## config.mk

```make
export PLATFORM = sky130hd
export DESIGN_NAME = alu_arbiter
export DESIGN_NICKNAME = d
export VERILOG_FILES = /design/src/rtl/definitions_pkg.sv /design/src/rtl/alu.sv /design/src/rtl/alu_arbiter.sv
export SDC_FILE = /design/constraint.sdc
export NUM_CORES = 1
export LEC_CHECK = 0
export CAP_MARGIN = 25
export CORE_MARGIN = 8
export CORE_UTILIZATION = 45
export DETAILED_ROUTE_END_ITERATION = 6
export PLACE_DENSITY = 0.79
export SLEW_MARGIN = 20
export SYNTH_ARGS = -nofsm -noshare
export SYNTH_HDL_FRONTEND = slang
export SYNTH_SLANG_ARGS = --single-unit
```

## constraint.sdc

```tcl
create_clock -name clk -period 5.85 [get_ports clk]
set_input_delay 1.4625 -clock clk [delete_from_list [all_inputs] [get_ports clk]]
set_output_delay 1.4625 -clock clk [all_outputs]
set_load 0.02 [all_outputs]
```

## src/rtl/definitions_pkg.sv

```systemverilog
// Shared definitions for the ALU and the two-requester ALU arbiter.
// Provides the opcode enumeration, the instruction word, the arbiter
// output-slot state type and the number of requesters.
package definitions_pkg;

  localparam int NUM_REQ = 2;

  // Three-bit opcode field; the encodings not listed are undefined and
  // produce a zero result.
  typedef enum logic [2:0] {
    OP_AND = 3'd0,
    OP_OR  = 3'd1,
    OP_ADD = 3'd2,
    OP_SUB = 3'd3
  } opcode_t;

  typedef struct packed {
    opcode_t     opcode;
    logic [31:0] a;
    logic [31:0] b;
  } instruction_t;

  typedef enum logic {
    EMPTY = 1'b0,
    FULL  = 1'b1
  } arb_state_t;

endpackage

```

## src/rtl/alu.sv

```systemverilog
// Purely combinational 32-bit ALU (AND, OR, ADD, SUB; modulo 2^32).
// Ports: iw    - instruction (opcode, a, b)
//        result/zero - computed value and its zero flag
module alu
  import definitions_pkg::*;
(
  input  instruction_t iw,
  output logic [31:0]  result,
  output logic         zero
);

  always_comb begin
    result = '0;
    case (iw.opcode)
      OP_AND:  result = iw.a & iw.b;
      OP_OR:   result = iw.a | iw.b;
      OP_ADD:  result = iw.a + iw.b;
      OP_SUB:  result = iw.a - iw.b;
      default: result = '0;
    endcase
    zero = (result == 32'd0);
  end

endmodule

```

## src/rtl/alu_arbiter.sv

```systemverilog
// Shares one ALU between two valid/ready requesters with round-robin
// arbitration and a single registered response slot (one-cycle latency).
// Ports: req_valid/req_iw/req_ready - per-requester request channel
//        rsp_valid/rsp_ready/rsp_result/rsp_zero/rsp_id - response channel
//        op_count - count of completed response transfers (wraps)
module alu_arbiter
  import definitions_pkg::*;
#(
  parameter int CNT_W = 16
) (
  input  logic                          clk,
  input  logic                          rst_n,
  input  logic         [NUM_REQ-1:0]    req_valid,
  input  instruction_t [NUM_REQ-1:0]    req_iw,
  output logic         [NUM_REQ-1:0]    req_ready,
  output logic                          rsp_valid,
  input  logic                          rsp_ready,
  output logic         [31:0]           rsp_result,
  output logic                          rsp_zero,
  output logic                          rsp_id,
  output logic         [CNT_W-1:0]      op_count
);

  arb_state_t           state_q, state_d;
  logic                 last_q;
  logic [NUM_REQ-1:0]   grant;
  logic                 slot_open;
  logic                 accept;
  logic                 xfer;
  logic                 win_id;
  instruction_t         sel_iw;
  logic [31:0]          alu_result;
  logic                 alu_zero;

  // Round-robin grant: a lone requester wins; on contention the requester
  // that did not win the most recent accept gets the slot.
  always_comb begin
    grant = '0;
    case (req_valid)
      2'b01:   grant = 2'b01;
      2'b10:   grant = 2'b10;
      2'b11:   grant = last_q ? 2'b01 : 2'b10;
      default: grant = '0;
    endcase
  end

  // The slot can take a new result if it is empty or is being drained this
  // cycle. Gating with rst_n keeps req_ready low throughout reset.
  assign slot_open = rst_n && ((state_q == EMPTY) || rsp_ready);
  assign req_ready = slot_open ? grant : '0;
  assign accept    = |(req_valid & req_ready);
  assign win_id    = grant[1];
  assign sel_iw    = req_iw[win_id];
  assign rsp_valid = (state_q == FULL);
  assign xfer      = rsp_valid && rsp_ready;

  alu u_alu (
    .iw     (sel_iw),
    .result (alu_result),
    .zero   (alu_zero)
  );

  always_ff @(posedge clk or negedge rst_n) begin
    if (!rst_n) begin
      state_q <= EMPTY;
    end else begin
      state_q <= state_d;
    end
  end

  always_comb begin
    state_d = state_q;
    case (state_q)
      EMPTY:   if (accept) state_d = FULL;
      FULL:    if (xfer && !accept) state_d = EMPTY;
      default: state_d = EMPTY;
    endcase
  end

  // Response payload and fairness pointer only move on an accept, so the
  // payload is held stable while the consumer stalls.
  always_ff @(posedge clk or negedge rst_n) begin
    if (!rst_n) begin
      rsp_result <= '0;
      rsp_zero   <= 1'b0;
      rsp_id     <= 1'b0;
      last_q     <= 1'b1;
    end else if (accept) begin
      rsp_result <= alu_result;
      rsp_zero   <= alu_zero;
      rsp_id     <= win_id;
      last_q     <= win_id;
    end
  end

  always_ff @(posedge clk or negedge rst_n) begin
    if (!rst_n) begin
      op_count <= '0;
    end else if (xfer) begin
      op_count <= op_count + CNT_W'(1);
    end
  end

endmodule

```

==> results.md <==
- GPL Wtd Cong: 1.00
- Largest net degree at the start of global routing: 50
- Remaining DRCs: 0
- Total CTS buffers: 5
- Synth top area share: 18.9%
- Status: finished clean
- #FFs+latches synth: 52
- Routed vias/inst: 5.86
- Max-slew headroom: 45.6%
- Clock root buffer master: clkbuf_16
- HP Class: reg2reg
- Worst hold slack: 476 ps
- Register area share after synthesis: 19.3%
- Vias in the first global route: 8,954
- Post-DP HPWL: 22,400 µm
- Final instance area: 0.0112 mm²
- Initial Util: 46.2%
- Setup slack, reg-to-reg: 820 ps
- CTS tree: done
- Int Pwr: 1.57 mW
- Post-CTS Hold Buffers: 0
- Worst path slowest cell: o41a_1
- DR WL/cell: 18.5 µm
- Area Overhead vs Synth: 65.5%
- # IOs: 192
- Via count: 8,811
- Worst setup EP type: flop
- Synth warn: 0
- Die ar.: 0.0192 mm²
- Final Max Tran Viols: 0
- Most frequent cells in the layout: buf_4, clkdlybuf4s50_1, nand2_1
- Async set-reset flop share out of synthesis: 100%
- Commonest non-fill, non-tap cell in the layout: buf_4
- Clk_lat worst skew: 300 ps
- Worst setup path startpoint: req_valid[0]
- Hold Fails Final Rpt: 0
- Sequential power share: 18.8%
- Crit Path Max Fanout: 6
- Maximum clock path buffer count: 2
- Worst-path clk slew: 70 ps
- Critical Path Source Type: input pin
- # rows: 44
- Global route overflow: 0
- Clk sinks: 52
- Die width: 138 µm
- Largest area contributor in the netlist: dfrtp_1
- Top post-synthesis cells by area: dfrtp_1, nand2_1, ha_1
- Design Power: 2.72 mW
- CP arrival: 5910 ps
- Post-Syn Area: 0.00674 mm²
- Placed cell area: 0.0104 mm²
- Pwr dens: 244 mW/mm²
- Setup tns final: 0 ps
- Syn Area/Cell: 7.33 µm²
- Post-Synthesis Cells: 920
- IO Port Bufs: 191
- First-pass GRT wire length: 43,200 µm
- Core ar.: 0.0146 mm²
- Minimum clock period: 5720 ps
- Combinational power share: 70.4%
- Chip Height: 138 µm
- H-tree level count: 2
- Sw frac: 42.4%
- Max-cap violations: 0
- CP required: 6040 ps
- Maximum cell stage delay along the critical path: 450 ps
- Setup Viol. Count Final: 0
- Top FF cell, synth: dfrtp_1
- Fin nets: 1,493
- Crit path max-delay family: compound AO/OA/AOI/OAI gates
- Share of layout cells above drive strength 1: 26.9%
- Fmax: 175 MHz
- Critical path class: in2reg
- Syn nets: 1,095
- Antenna violations before repair: 0
- Number of antenna-violating nets in the routed design: 0
- Routed wire length: 27,700 µm
- Setup Skew: 8.66 ps
- Reg2Reg Launch Point: last_q
- Filler cells: 1,052
- Net Switching: 1.16 mW
- Diode count: 0
- Crit path cell chain: clkbuf_2 > a21bo_4 > buf_6 > nand2_2 > and2_4 > ha_4 > o2111ai_4 > a211oi_2 > a31o_2 > o21ai_4 > xnor2_1 > ha_1 > buf_4 > a21oi_2 > o21ai_4 > o41a_1 > a21oi_2 > o32ai_4 > a211o_1 > a2111oi_2 > nand4_1 > o41ai_2
- Worst vdd ir: 0.172 mV
- Post-synth EDFFs: 0
- First-pass DRT Iterations: 7
- Global Route Usage Sum: 26.9%
- Cell variety after synth: 81
- Worst Path Buf+Inv: 3
- Pleak: 5.07 nW
- Iteration-0 DRC Markers: 490
- Tcrit/Tclk final: 97.7%
- Tightest Pin Transition: 800 ps
- Clock Power Share: 10.8%
- Hold Path Origin: op_count[15]
==> power groups by stage <==
stage               sequential [mW]  combinational (mW)  clock, mW
floorplan                     0.609               0.825          0
global placement              0.513                1.74          0
detailed placement            0.517                1.77          0
CTS                           0.512                1.81      0.298
global route                  0.524                2.06      0.317
finish                        0.512                1.92      0.294
==> area by class of cell <==
class                           count  area [µm²]  area share, %
Multi-Input combinational cell    808        5590           50.0
Timing Repair Buffer              435        3840           34.4
Sequential cell                    52        1300           11.7
Tap cell                          184         230           2.06
Clock buffer                        6         129           1.15
Inverter                           16        60.1          0.538
Clock inverter                      2        16.3          0.146
==> metrics by stage <==
step	utilization, %	setup slack [ps]	instances
after floorplan	-	-565	920
after global placement	71.6	-402	1477
after detailed placement	71.6	-608	1477
after CTS	73.7	2.36	1494
after global routing	76.5	-52.0	1503
final	76.5	135	1503
==> cell families after synthesis <==
family	after synthesis	share of synthesized area (%)
and+or+nand+nor	383	26.8
buffers and inverters	60	4.19
muxes	57	8.83
xor gates and xnor gates	70	9.09
AOI/OAI and AO/OA	257	24.2
adders and majority gates	41	7.53
DFF	52	19.3
==> worst paths after layout <==
| path | end | depth (start not counted) |
|---|---|---|
| setup / recovery | rsp_zero | 22 |
| hold / removal | op_count[15] | 1 |
| setup reg to reg | rsp_zero | 19 |
| hold reg to reg | op_count[15] | 1 |
| max in group asynchronous | rsp_result[25] | 2 |
| min in group asynchronous | rsp_result[0] | 1 |
==> layer usage <==
| layer | share of wire [%] | routed length (µm) | GRT usage [%] |
|---|---|---|---|
| met1 | 38 | 10400 | 28.3 |
| met2 | 52 | 14500 | 50.7 |
| met3 | 5.3 | 1470 | 4.11 |
| met4 | 4.9 | 1350 | 13.5 |
| met5 | 0 | 0 | 0 |
==> registers in the layout (all words and copies together) (netlist names) <==
register and flops:
rsp_result 32, last_q 1, op_count 16, rsp_id 1, rsp_valid 1, rsp_zero 1
==> Yosys cell counts, drive strengths merged (12+ instances only) <==
master    n
nand2   158
a21oi    83
nor2     76
o21ai    67
dfrtp    51
mux2i    46
xnor2    44
nor3     40
ha       35
xor2     26
buf      25
clkbuf   19
inv      16
nand4    13
nor4     13
nand3    12
==> what timing repair did <==
action                                  in CTS  in global routing
resized for setup                           27                 83
endpoints found under the setup margin       5                  4
pin swaps                                   19                 43
gates cloned                                 0                  0
buffers inserted                             9                  9
Note: power is estimated with default switching activity, not from simulation.
